[src/rtl/rv32_core_pkg.sv]
// Shared RV32 core constants: format classes and opcode[6:2] values.
// Used by ir_sequencer, rv32_type_classifier and the decoder.
package rv32_core_pkg;

  localparam logic [2:0] TYPE_ILLEGAL = 3'd0;
  localparam logic [2:0] TYPE_R       = 3'd1;
  localparam logic [2:0] TYPE_I       = 3'd2;
  localparam logic [2:0] TYPE_S       = 3'd3;
  localparam logic [2:0] TYPE_B       = 3'd4;
  localparam logic [2:0] TYPE_U       = 3'd5;
  localparam logic [2:0] TYPE_J       = 3'd6;

  localparam logic [4:0] OP_LOAD   = 5'b00000;
  localparam logic [4:0] OP_FENCE  = 5'b00011;
  localparam logic [4:0] OP_ALUI   = 5'b00100;
  localparam logic [4:0] OP_AUIPC  = 5'b00101;
  localparam logic [4:0] OP_STORE  = 5'b01000;
  localparam logic [4:0] OP_ALU    = 5'b01100;
  localparam logic [4:0] OP_LUI    = 5'b01101;
  localparam logic [4:0] OP_BRANCH = 5'b11000;
  localparam logic [4:0] OP_JALR   = 5'b11001;
  localparam logic [4:0] OP_JAL    = 5'b11011;
  localparam logic [4:0] OP_SYSTEM = 5'b11100;

endpackage

[src/rtl/rv32_type_classifier.sv]
// Combinational RV32 format classifier: opcode in, format class out.
// Non-32-bit encodings (opcode[1:0] != 2'b11) classify as illegal.
module rv32_type_classifier
  import rv32_core_pkg::*;
(
  input  logic [6:0] opcode,
  output logic [2:0] instr_type
);

  logic [4:0] op;
  assign op = opcode[6:2];

  // Map opcode[6:2] onto its format class
  always_comb begin
    instr_type = TYPE_ILLEGAL;
    if (opcode[1:0] == 2'b11) begin
      unique case (1'b1)
        (op == OP_ALU):
          instr_type = TYPE_R;
        (op == OP_ALUI),
        (op == OP_LOAD),
        (op == OP_JALR),
        (op == OP_FENCE),
        (op == OP_SYSTEM):
          instr_type = TYPE_I;
        (op == OP_STORE):
          instr_type = TYPE_S;
        (op == OP_BRANCH):
          instr_type = TYPE_B;
        (op == OP_LUI),
        (op == OP_AUIPC):
          instr_type = TYPE_U;
        (op == OP_JAL):
          instr_type = TYPE_J;
        default:
          instr_type = TYPE_ILLEGAL;
      endcase
    end
  end

endmodule

[src/rtl/ir_sequencer.sv]
// Instruction register, T-state counter and sticky halt for the RV32 core.
// Optional retired-instruction counter enabled by IR_SEQ_INSTRET_EN.
module ir_sequencer
  import rv32_core_pkg::*;
#(
  parameter int          T_WIDTH     = 3,
  parameter logic [31:0] RESET_INSTR = 32'h0000_0013
) (
  input  logic               clk,
  input  logic               rst,
  input  logic [31:0]        mem_rdata,
  input  logic               mem_wait,
  input  logic               ir_we,
  input  logic               T_rst,
  input  logic               hlt,
  output logic [31:0]        instr,
  output logic [6:0]         opcode,
  output logic [2:0]         funct3,
  output logic [4:0]         rs1,
  output logic [4:0]         rs2,
  output logic [4:0]         rd,
  output logic [2:0]         instr_type,
  output logic [T_WIDTH-1:0] T,
  output logic               halted,
  output logic [31:0]        instret
);

  logic ir_load;
  logic retire;

  assign ir_load = ir_we && !mem_wait && !halted;
  assign retire  = T_rst && !hlt && !halted && !mem_wait;

  // T-state and halt: halted > hlt > mem_wait > T_rst > increment
  always_ff @(posedge clk) begin
    if (rst) begin
      T      <= '0;
      halted <= 1'b0;
    end else if (halted) begin
      T <= T;
    end else if (hlt) begin
      halted <= 1'b1;
    end else if (mem_wait) begin
      T <= T;
    end else if (T_rst) begin
      T <= '0;
    end else begin
      T <= T + 1'b1;
    end
  end

  // Instruction register load from the memory data bus
  always_ff @(posedge clk) begin
    if (rst) begin
      instr <= RESET_INSTR;
    end else if (ir_load) begin
      instr <= mem_rdata;
    end
  end

`ifdef IR_SEQ_INSTRET_EN
  // Count instructions that actually retire
  always_ff @(posedge clk) begin
    if (rst) begin
      instret <= '0;
    end else if (retire) begin
      instret <= instret + 32'd1;
    end
  end
`else
  logic unused_retire;
  assign unused_retire = retire;
  assign instret = '0;
`endif

  assign opcode = instr[6:0];
  assign funct3 = instr[14:12];
  assign rs1    = instr[19:15];
  assign rs2    = instr[24:20];
  assign rd     = instr[11:7];

  rv32_type_classifier u_cls (
    .opcode     (opcode),
    .instr_type (instr_type)
  );

endmodule

[config.mk]
export PLATFORM = sky130hd
export DESIGN_NAME = ir_sequencer
export DESIGN_NICKNAME = d
export VERILOG_FILES = /design/src/rtl/rv32_core_pkg.sv /design/src/rtl/rv32_type_classifier.sv /design/src/rtl/ir_sequencer.sv
export SDC_FILE = /design/constraint.sdc
export NUM_CORES = 1
export LEC_CHECK = 0
export BUFFER_PORTS_ARGS = -buffer_cell sky130_fd_sc_hd__buf_2
export CAP_MARGIN = 40
export CELL_PAD_IN_SITES_DETAIL_PLACEMENT = 0
export CELL_PAD_IN_SITES_GLOBAL_PLACEMENT = 2
export CORE_UTILIZATION = 21
export DETAILED_ROUTE_END_ITERATION = 10
export MAX_ROUTING_LAYER = met4
export PLACE_DENSITY = 0.9
export SLEW_MARGIN = 10
export SYNTH_ARGS = -nofsm -noshare
export SYNTH_HDL_FRONTEND = slang
export SYNTH_SLANG_ARGS = --single-unit
[constraint.sdc]
create_clock -name clk -period 2.57 [get_ports clk]
set_clock_uncertainty 0.2 [all_clocks]
set_input_delay 0.1285 -clock clk [delete_from_list [all_inputs] [get_ports clk]]
set_output_delay 0.1285 -clock clk [all_outputs]
set_load 0.1 [all_outputs]
# After elaboration in Yosys (flattened, before gate mapping)

Cells that the tools add are included.

Logic and storage cells: 31
Input port bits: 38
Bits in registers: 36

Bitwise gates (word level): 3
Multiplexer cells: 5
Equal/unequal tests: 11
Reductions and logical operators: 8
Add/subtract/negate cells: 1

Operators by type and width:

| kind                                           | count |
|---|---|
| == test 5 bit (second input constant)          | 4 |
| case mux 3 bit (6 select lines)                | 1 |
| == test 5 x 4 -> 1 bit (second input constant) | 3 |
| == test 5 x 3 -> 1 bit (second input constant) | 2 |
| 2-to-1 mux 3 bit                               | 2 |
| == test 5 x 2 -> 1 bit (second input constant) | 1 |
| logical NOT 5 bit                              | 1 |
| OR reduction 5 bit                             | 1 |
| adder 3 x 1 -> 3 bit (second input constant)   | 1 |
| NOT 1 bit                                      | 3 |
| AND reduction 3 bit                            | 1 |
| == test 2 bit (second input constant)          | 1 |
| logical AND 1 bit                              | 2 |
| logical NOT 1 bit                              | 2 |
| 2-to-1 mux 1 bit                               | 2 |
| OR reduction 2 bit                             | 1 |

# Logic depth before layout (Yosys ltp)

Gate-level depths: netlist of the first run.

Depth in word-level cells: 4
Depth in mapped cells: 5
Mapped depth without buffers: 4

# Cells and area by module

From an unflattened synthesis of the first run, not the netlist that was laid out.

Cells, all modules: 235
Area total of the unflattened synthesis: 1829.3 µm²

By module, submodules not included:

| module               | area an instance (µm²) | cells each | instances |
|---|---|---|---|
| ir_sequencer         | 1706.6                 | 217        | 1 |
| rv32_type_classifier | 122.6                  | 18         | 1 |

# Worst setup path after synthesis of the first run

No wires, ideal clock.

Path kind: reg2out
From: register instr[1]
To: output instr_type[0]
Stages on the path, launching flop included: 3
Slack: -1.825 ns
Required time: 2.241 ns
Data arrival time: 4.067 ns
Cell sequence: dfxtp_1 nand2_1 nor4_1

Longest elaborated chain between the ends: 2

Ends and longest elaborated chain:

| element                | RTL line                   | source |
|---|---|---|
| start, declared        | ir_sequencer.sv:16         | `output logic [31:0] instr,` |
| start signal, assigned | ir_sequencer.sv:57         | `instr <= mem_rdata;` |
| == test 2 bit          | rv32_type_classifier.sv:16 | `if (opcode[1:0] == 2'b11) begin` |
| 2-to-1 mux 3 bit       | rv32_type_classifier.sv:16 |  |
| end, declared          | ir_sequencer.sv:22         | `output logic [2:0] instr_type,` |

No other way between the ends.

# Worst setup path after layout of the first run

From: register instr[3]
To: output instr_type[1]

Longest elaborated chain between the ends: 4
Elaborated cells between the ends (all ways): 15
Classes of those cells: 10 x eq/ne; 2 x mux; 3 x reduce/logical

Ends and longest elaborated chain:

| element                                                  | RTL line                   | source |
|---|---|---|
| == test 5 bit, or another cell as far along              | rv32_type_classifier.sv:24 | `(op == OP_SYSTEM):` |
| OR reduction 5 bit or OR reduction 2 bit (tied branches) | rv32_type_classifier.sv:17 | `unique case (1'b1)` |
| case mux 3 bit (6 select lines) *                        | rv32_type_classifier.sv:17 |  |
| 2-to-1 mux 3 bit *                                       | rv32_type_classifier.sv:16 |  |

Mark *: on every way between the ends. The rest lies on a longest branch, timed or not.

==> run summary, run 1 <==
number of global-route vias before repair = 1,425
gr usage total = 9.51%
Worst-path clk slew = 70 ps
post-layout util = 31.0%
global route overflow = 0
commonest cells after routing, fill and taps aside = buf_2, nand2_1, dfxtp_1
cell area after layout = 2570 um2
Starting Density = 21.9%
Clock Sinks = 36
critical setup path kind = register to primary output
relative slew slack = 51.9%
Final Setup Violations = 0
vias per inst = 3.97
most common flop cell mapped by yosys = dfxtp_1
Post-Syn Area = 1820 um2
Root Driver = clkbuf_8
Slew Limit Fails = 0
clock buffer depth = 2
Async SR Flop Fraction = 0%
Placed Area = 2150 um2
via count = 1,770
initial DRC count = 68
Synth Instances = 235
Placed Instances = 405
mean area per synthesized cell = 7.73 um2
Ports = 134
#FFs+latches synth = 36
ratio of cells with drive above 1 in the final layout = 34.3%
Req. time, crit path = 2240 ps
RSZ-0062 raised after global routing = no
outcome = finished clean
TritonCTS buffer count = 5
Final period util = 81.7%
Post-synth EDFFs = 0
Ys Warns = 0
die area = 9030 um2
WL final = 4.53 mm
CTS tree = done
Fmax = 476 MHz
Tightest Pin Transition = 722 ps
Fillers = 894
sequential share of the synthesized area = 39.7%
Period minus WS final = 2100 ps
# rows = 33
max cap viols = 0
pwr dens = 668 nW/um2
die width = 95.0 um
# DRC = 0
Placer Congestion = 0.744
later-pin clock latency in the skew report = 280 ps
largest net degree at the start of global routing = 37
H-Tree Level Count = 2
Leak = 0.00126 uW
Initial DRT Pass Iterations = 4
CP Capture Type = primary output
Die Ht = 95.0 um
fin cells = 446
Post-Place Worst Slack = 764 ps
Netlist cell types = 25
ant diodes = 0
CP arrival = 1770 ps
final hold vios = 0
first-pass GRT wire length = 6.50 mm
Setup Fix Bufs, Post-CTS = 0
Final WS setup = 469 ps
Worst Setup Start Kind = register
maximum vdd ir drop = 152 uV
initial antenna violation count = 0
HPWL Detailed = 2.99 mm
core area = 8300 um2
Crit Path Max Fanout = 8
ANT nets after route = 0
commonest non-fill, non-tap cell in the layout = buf_2
PortBufs = 101
routed len/inst = 10.1 um
Final #Nets = 380
Area Overhead vs Synth = 41.4%
HP Class = input port to register
through the flow:
step	total power, uW	setup TNS, ps	hold WS, ps
2_1_floorplan	1280	-168	44.3
3_3_place_gp	1310	0	145
3_5_place_dp	1310	0	154
4_1_cts	1740	0	108
5_1_grt	1790	0	129
6_report	1720	0	104
per-layer routing:
layer  share of wire (%)  up-vias  wire [um]  GRT usage, %
li1                    -      878          -             -
met5                   0        -          0             -
met3                 6.5        2        296          2.71
met2                  47       78       2140          15.5
met4                0.86        0         39          3.79
met1                  45      812       2050          11.0
kinds of logic after synthesis:
logic type	synth area share, %
AOI/OAI and AO/OA	11.4
adders and majority gates	0.689
buffers and inverters	26.0
DFF	39.7
muxes	0.551
other	0.206
and+or+nand+nor	21.5
synth_stat cells, drive strengths merged (2+ instances only):
cell / instances / area, um2
a21oi: 33 / 165
buf: 57 / 428
clkbuf: 11 / 41.3
dfxtp: 36 / 721
nand2: 67 / 251
nand3b: 3 / 22.5
nor2: 6 / 22.5
nor3b: 2 / 15.0
o21ai: 3 / 15.0
or3: 2 / 18.8
or3b: 2 / 17.5
report_power, final:
group          switching, uW  internal, uW
clock network            196           184
registers               22.8           582
logic                    619           112
critical path: stages (launching register included):
cell and delay [ps]:
dfxtp_1 480, nor3b_1 230, o221ai_1 210, a21oi_4 150
buf_2 430
what timing repair did:
action | 4_1_cts | 5_1_grt
hold buffers | 34 | 0
endpoints found under the setup margin | 0 | 0
hold endpoints to repair | 36 | 0
gates resized for setup | 0 | 0
sequential cells by signal, summed over array words and instances, names as in the netlist:
register  cells
T             3
halted        1
instr        32
worst paths after layout:
kind | slack (ps) | from | cells after the start | endpoint
worst min register to register | 260 | instr[31] | 2 | instr[31]
worst min-delay path | 100 | mem_wait | 4 | T[1]
worst max register to register | 860 | halted | 3 | instr[22]
worst max-delay path | 470 | instr[3] | 4 | instr_type[1]
cell type report:
cell class | instances | area [um2] | area share (%)
multi-input combinational | 161 | 782 | 30.4
clock buffer | 6 | 72.6 | 2.83
sequential | 36 | 721 | 28.1
timing repair buffer | 136 | 853 | 33.2
inverter | 1 | 3.75 | 0.146
tap | 105 | 131 | 5.11
clock inverter | 1 | 5.00 | 0.195
No activity file was read; power rests on OpenSTA's default activity.
==> run 2: changes to the inputs <==
CORE_UTILIZATION = 20   (was 21)
PLACE_DENSITY = 0.86   (was 0.9)
clock period = 2 ns   (was 2.57 ns; I/O delays follow)
==> run summary, run 2 (synthesized netlist as in run 1, its figures left out) <==
gr usage total = 10.1% (+0.61 points)
die area = 9470 um2 (+4.9%)
Setup crit start = instr[3]
Fillers = 976 (+9.2%)
commonest cells after routing, fill and taps aside = buf_2, nand2_1, dlygate4sd3_1
ant diodes = 0 (unchanged)
final hold vios = 0 (unchanged)
Worst-path clk slew = 70 ps (about the same)
routed len/inst = 10.4 um (+2.8%)
later-pin clock latency in the skew report = 280 ps (about the same)
ANT nets after route = 0 (unchanged)
Slowest cell on crit path = dfxtp_4
global route overflow = 0 (unchanged)
initial antenna violation count = 0 (unchanged)
Starting Density = 20.7% (-1.2 points)
Final period util = 93.9%
Crit Path Max Fanout = 8 (unchanged)
Clock Sinks = 36 (unchanged)
clock buffer depth = 2 (unchanged)
HPWL Detailed = 3.03 mm (+1.2%)
first-pass GRT wire length = 7.60 mm (+17%)
core area = 8760 um2 (+5.6%)
CP Capture Type = primary output
Critical path buffers and inverters = 1 (unchanged)
TritonCTS buffer count = 5 (unchanged)
Seq pwr share = 33.8% (-1.4 points)
initial DRC count = 58 (-15%)
RSZ-0062 raised after global routing = no
outcome = finished clean
Tightest Pin Transition = 719 ps (-3.38 ps)
worst-path cell chain = nor3b_1, o221ai_1, a21oi_4, clkbuf_4
pwr dens = 872 nW/um2 (+30%)
Sw Ratio = 47.4% (-1.4 points)
Worst path depth = 4 (unchanged)
Placer Congestion = 0.669 (-10%)
Area Overhead vs Synth = 44.6%
Final #Nets = 380 (unchanged)
via count = 1,748 (-1.2%)
Ports = 134 (unchanged)
critical setup path kind = register to primary output
CTS tree = done
worst reg2reg path depth = 3 (unchanged)
Clk pwr share = 25.1% (+3.0 points)
HP Class = input port to register
number of global-route vias before repair = 1,621 (+14%)
r2r endpoint = instr[15]
commonest non-fill, non-tap cell in the layout = buf_2
# rows = 34 (+3.0%)
Leak = 0.00128 uW (+1.2%)
Root Driver = clkbuf_8
Placed Instances = 408 (+0.74%)
Critical Path End = instr_type[1]
R2R Setup Slk = 300 ps (-560 ps)
Sw Pwr = 1090 uW (+30%)
Slew Limit Fails = 0 (unchanged)
Initial DRT Pass Iterations = 4 (unchanged)
CP arrival = 1580 ps (-190 ps)
PortBufs = 101 (unchanged)
Period minus WS final = 1880 ps
vias per inst = 3.88 (-2.1%)
die width = 97.3 um (+2.4%)
Logic pwr share = 41.1% (-1.5 points)
Crit path max-delay family = flip-flops
Most flops, register = instr
worst r2r src = halted
max cap viols = 0 (unchanged)
WL final = 4.69 mm (+3.7%)
max reg flops = 32 (unchanged)
Die Ht = 97.3 um (+2.4%)
Setup Fix Bufs, Post-CTS = 0 (unchanged)
fin cells = 450 (+0.90%)
maximum vdd ir drop = 212 uV (+40%)
Crit path largest cell delay = 400 ps (-80 ps)
Worst Setup Start Kind = register
ratio of cells with drive above 1 in the final layout = 37.4% (+3.1 points)
# DRC = 0 (unchanged)
relative slew slack = 52.1% (+0.23 points)
H-Tree Level Count = 2 (unchanged)
Req. time, crit path = 1700 ps (-540 ps)
Fmax = 533 MHz
largest net degree at the start of global routing = 37 (unchanged)
WHS = 70.2 ps (-34.0 ps)
top flop regs = instr x32, T x3, halted x1
internal power = 1210 uW (+37%)
Final Setup Violations = 0 (unchanged)
run 2: cell types whose count changed in the layout (fill, tap and decap cells not counted), sizes merged:
cell    delta
buf        -1
clkinv     -1
clkbuf     +3
run 2: final cells by class:
cell class                      instances  area, um2  share of cell area (%)
Tap cell                              108        135                    5.14
Multi-Input combinational cell        161        782                    29.8
Inverter                                1       3.75                   0.143
Timing Repair Buffer                  136        856                    32.6
Clock buffer                            8        100                    3.81
Sequential cell                        36        751                    28.6
run 2: worst reg2reg max path, stage by stage, from the launching register on:
cell and delay [ps]:
dfxtp_2 350, or3b_2 760, nand2_1 180, a21oi_1 70
run 2: power by group through the flow:
stage | sequential (uW) | combinational (uW) | clock, uW
after floorplan | 1010 | 638 | 0
after global placement | 789 | 891 | 0
after detailed placement | 792 | 890 | 0
after CTS | 775 | 942 | 610
after global routing | 781 | 974 | 638
final | 774 | 942 | 574
run 2: layer usage:
metal | GRT usage (%) | vias up | wire [um]
li1 | - | 879 | -
met1 | 11.7 | 786 | 2050
met2 | 17.5 | 78 | 2350
met3 | 1.80 | 5 | 232
met4 | 3.85 | 0 | 58
met5 | - | - | 0
run 2: worst min path at each step:
stage,start,endpoint,slack [ps],depth (start not counted)
6_report,mem_wait,T[0],70,4
5_1_grt,mem_wait,T[0],90,4
4_1_cts,mem_wait,T[0],60,4
3_5_place_dp,mem_rdata[0],instr[0],130,3
3_3_place_gp,mem_rdata[0],instr[0],130,3
2_1_floorplan,hlt,halted,20,2
run 2: through the flow:
| step | utilization [%] | setup TNS [ps] | total power, uW | setup WS, ps | cell area (um2) |
|---|---|---|---|---|---|
| global placement | 24.9 | 0 | 1680 | 301 | 2180 |
| global route | 30.0 | 0 | 2390 | 35.1 | 2630 |
| detailed placement | 24.9 | 0 | 1680 | 291 | 2180 |
| CTS | 30.0 | 0 | 2330 | 13.6 | 2630 |
| finish | 30.0 | 0 | 2290 | 123 | 2630 |
| floorplan | - | -81.4 | 1650 | -81.4 | 2000 |
run 2: what timing repair did:
action                                 4_1_cts  5_1_grt
setup endpoints to repair                    0        1
gates resized for setup                      0        1
endpoints found under the hold margin       36        0
hold buffers                                34        0
==> run 3: changes to the inputs <==
ABC_AREA = 1   (was default)
CELL_PAD_IN_SITES_DETAIL_PLACEMENT = 1   (was 0)
CELL_PAD_IN_SITES_GLOBAL_PLACEMENT = 1   (was 2)
CORE_UTILIZATION = 30   (was 20)
PLACE_DENSITY = 0.91   (was 0.86)
clock period = 2.4 ns   (was 2 ns; I/O delays follow)
==> run summary, run 3 <==
Crit path largest cell delay = 410 ps (about the same)
Synth top area share = 36.4% (-3.2 points)
Post-synth EDFFs = 0 (unchanged)
cell area after layout = 2650 um2 (+1.0%)
CTS tree = done
top flop regs = instr x32, T x3, halted x1
core area = 6350 um2 (-28%)
HPWL Detailed = 3.71 mm (+22%)
die width = 83.2 um (-15%)
Most flops, register = instr
sequential share of the synthesized area = 36.4% (-3.2 points)
Period minus WS final = 2120 ps
# rows = 29 (-15%)
final hold vios = 0 (unchanged)
setup TNS = 0 ps (unchanged)
routed len/inst = 12.9 um (+24%)
global route overflow = 0 (unchanged)
ant diodes = 0 (unchanged)
relative slew slack = 66.2% (+14 points)
gr usage total = 17.1% (+7.0 points)
worst-path cell chain = nor2_1, nand3_1, nand2_1, inv_1, nand3_1, nand2_1, inv_1, buf_2
most common cell in the netlist = nand2_1
Tightest Pin Transition = 511 ps (-208 ps)
HP Class = input port to register
outcome = finished clean
post-layout util = 41.8% (+12 points)
die area = 6920 um2 (-27%)
max cap viols = 0 (unchanged)
Crit path max-delay family = simple AND/OR/NAND/NOR gates
#FFs+latches synth = 36 (unchanged)
first-pass GRT wire length = 9.15 mm (+20%)
Worst-path clk slew = 70 ps (about the same)
RSZ-0062 raised after global routing = no
cell taking the most area after synthesis = dfxtp_1
via count = 1,868 (+6.9%)
Starting Density = 31.2% (+10 points)
Ys Warns = 0 (unchanged)
later-pin clock latency in the skew report = 280 ps (about the same)
Slew Limit Fails = 0 (unchanged)
Slowest cell on crit path = buf_2
TritonCTS buffer count = 5 (unchanged)
initial DRC count = 37 (-36%)
Total Power = 1960 uW (-14%)
Leak = 0.00137 uW (+7.0%)
Netlist cell types = 22 (-12%)
Ports = 134 (unchanged)
Worst Setup Start Kind = register
Initial DRT Pass Iterations = 4 (unchanged)
WL final = 5.69 mm (+21%)
critical setup path kind = register to primary output
Fillers = 818 (-16%)
pwr dens = 740 nW/um2 (-15%)
Final Setup Violations = 0 (unchanged)
Crit Path Max Fanout = 6 (-2)
WHS = 68.4 ps (-1.75 ps)
Critical path buffers and inverters = 3 (+2)
CP Capture Type = primary output
Final #Nets = 401 (+5.5%)
Final period util = 88.2%
CP arrival = 1800 ps (+220 ps)
vias per inst = 4.25 (+9.3%)
max reg flops = 32 (unchanged)
initial antenna violation count = 0 (unchanged)
clock buffer depth = 2 (unchanged)
commonest non-fill, non-tap cell in the layout = buf_2
ratio of cells with drive above 1 in the final layout = 41.0% (+3.6 points)
Placed Area = 2220 um2 (+1.8%)
maximum vdd ir drop = 334 uV (+57%)
# DRC = 0 (unchanged)
Die Ht = 83.2 um (-15%)
Area Overhead vs Synth = 34.2%
PortBufs = 101 (unchanged)
Root Driver = clkbuf_8
Async SR Flop Fraction = 0% (unchanged)
number of global-route vias before repair = 1,938 (+20%)
Fmax = 473 MHz
mean area per synthesized cell = 7.82 um2 (+1.1%)
Placer Congestion = 0.921 (+38%)
Synth Instances = 253 (+7.7%)
Post-synth top cells = nand2_1, buf_4, dfxtp_1
H-Tree Level Count = 2 (unchanged)
Req. time, crit path = 2080 ps (+380 ps)
Post-Syn Area = 1980 um2 (+8.9%)
largest net degree at the start of global routing = 38 (+2.7%)
Setup Fix Bufs, Post-CTS = 0 (unchanged)
Clock Sinks = 36 (unchanged)
commonest cells after routing, fill and taps aside = buf_2, nand2_1, dlygate4sd3_1
ANT nets after route = 0 (unchanged)
largest cells by area after synthesis = dfxtp_1, buf_4, nand2_1, a21oi_2, nand2_2
most common flop cell mapped by yosys = dfxtp_1
[run 3: cell types whose count changed after synthesis, moves of 9 or more]
cell	previous run	this run
a21oi_1	33	12
a21oi_2	0	17
nand2_2	0	17
inv_1	1	14
clkbuf_1	11	0
nand2_1	67	58
[run 3: final timing paths]
| kind | from | to | cells after the start | slack [ps] |
|---|---|---|---|---|
| hold reg to reg | instr[14] | instr[14] | 2 | 280 |
| hold / removal | rst | instr[15] | 2 | 70 |
| setup reg to reg | halted | instr[21] | 5 | 750 |
| setup / recovery | instr[3] | instr_type[1] | 8 | 280 |
[run 3: cell families (layout without fill, tap and decap cells)]
logic type                 after synthesis  after routing  share of synthesized area, %
and+or+nand+nor                         99             99                          22.3
other                                    1             32                         0.190
buffers and inverters                   80            159                          27.6
adders and majority gates                1              1                         0.632
DFF                                     36             36                          36.4
xor gates and xnor gates                 2              2                         0.886
AOI/OAI and AO/OA                       34             34                          12.0
[run 3: timing repair]
item | in CTS | in global routing
hold buffers | 34 | 0
endpoints found under the hold margin | 36 | 0
gates resized for setup | 0 | 0
[run 3: stage by stage]
| stage | cells | setup WS [ps] |
|---|---|---|
| after floorplan | 284 | -35.3 |
| after global placement | 398 | 751 |
| after detailed placement | 398 | 611 |
| after CTS | 440 | 296 |
| after global routing | 440 | 144 |
| final | 440 | 284 |
[run 3: per-layer routing]
metal	global-route usage, %	wire length [um]	share of wire, %	vias to the layer above
li1	-	-	-	916
met1	16.5	2100	37	862
met2	33.5	3170	56	81
met3	3.88	313	5.5	9
met4	5.33	99	1.7	0
met5	-	0	0	-
[run 3: area by class of cell]
type | count | area [um2] | share of cell area [%]
tap | 77 | 96.3 | 3.63
timing repair buffer | 136 | 853 | 32.2
inverter | 15 | 61.3 | 2.31
sequential | 36 | 724 | 27.3
clock buffer | 8 | 90.1 | 3.39
multi-input combinational | 168 | 828 | 31.2
[run 3: where the power goes]
| part | internal [uW] | switching, uW |
|---|---|---|
| combinational | 130 | 741 |
| clock | 234 | 207 |
| sequential | 627 | 25.0 |
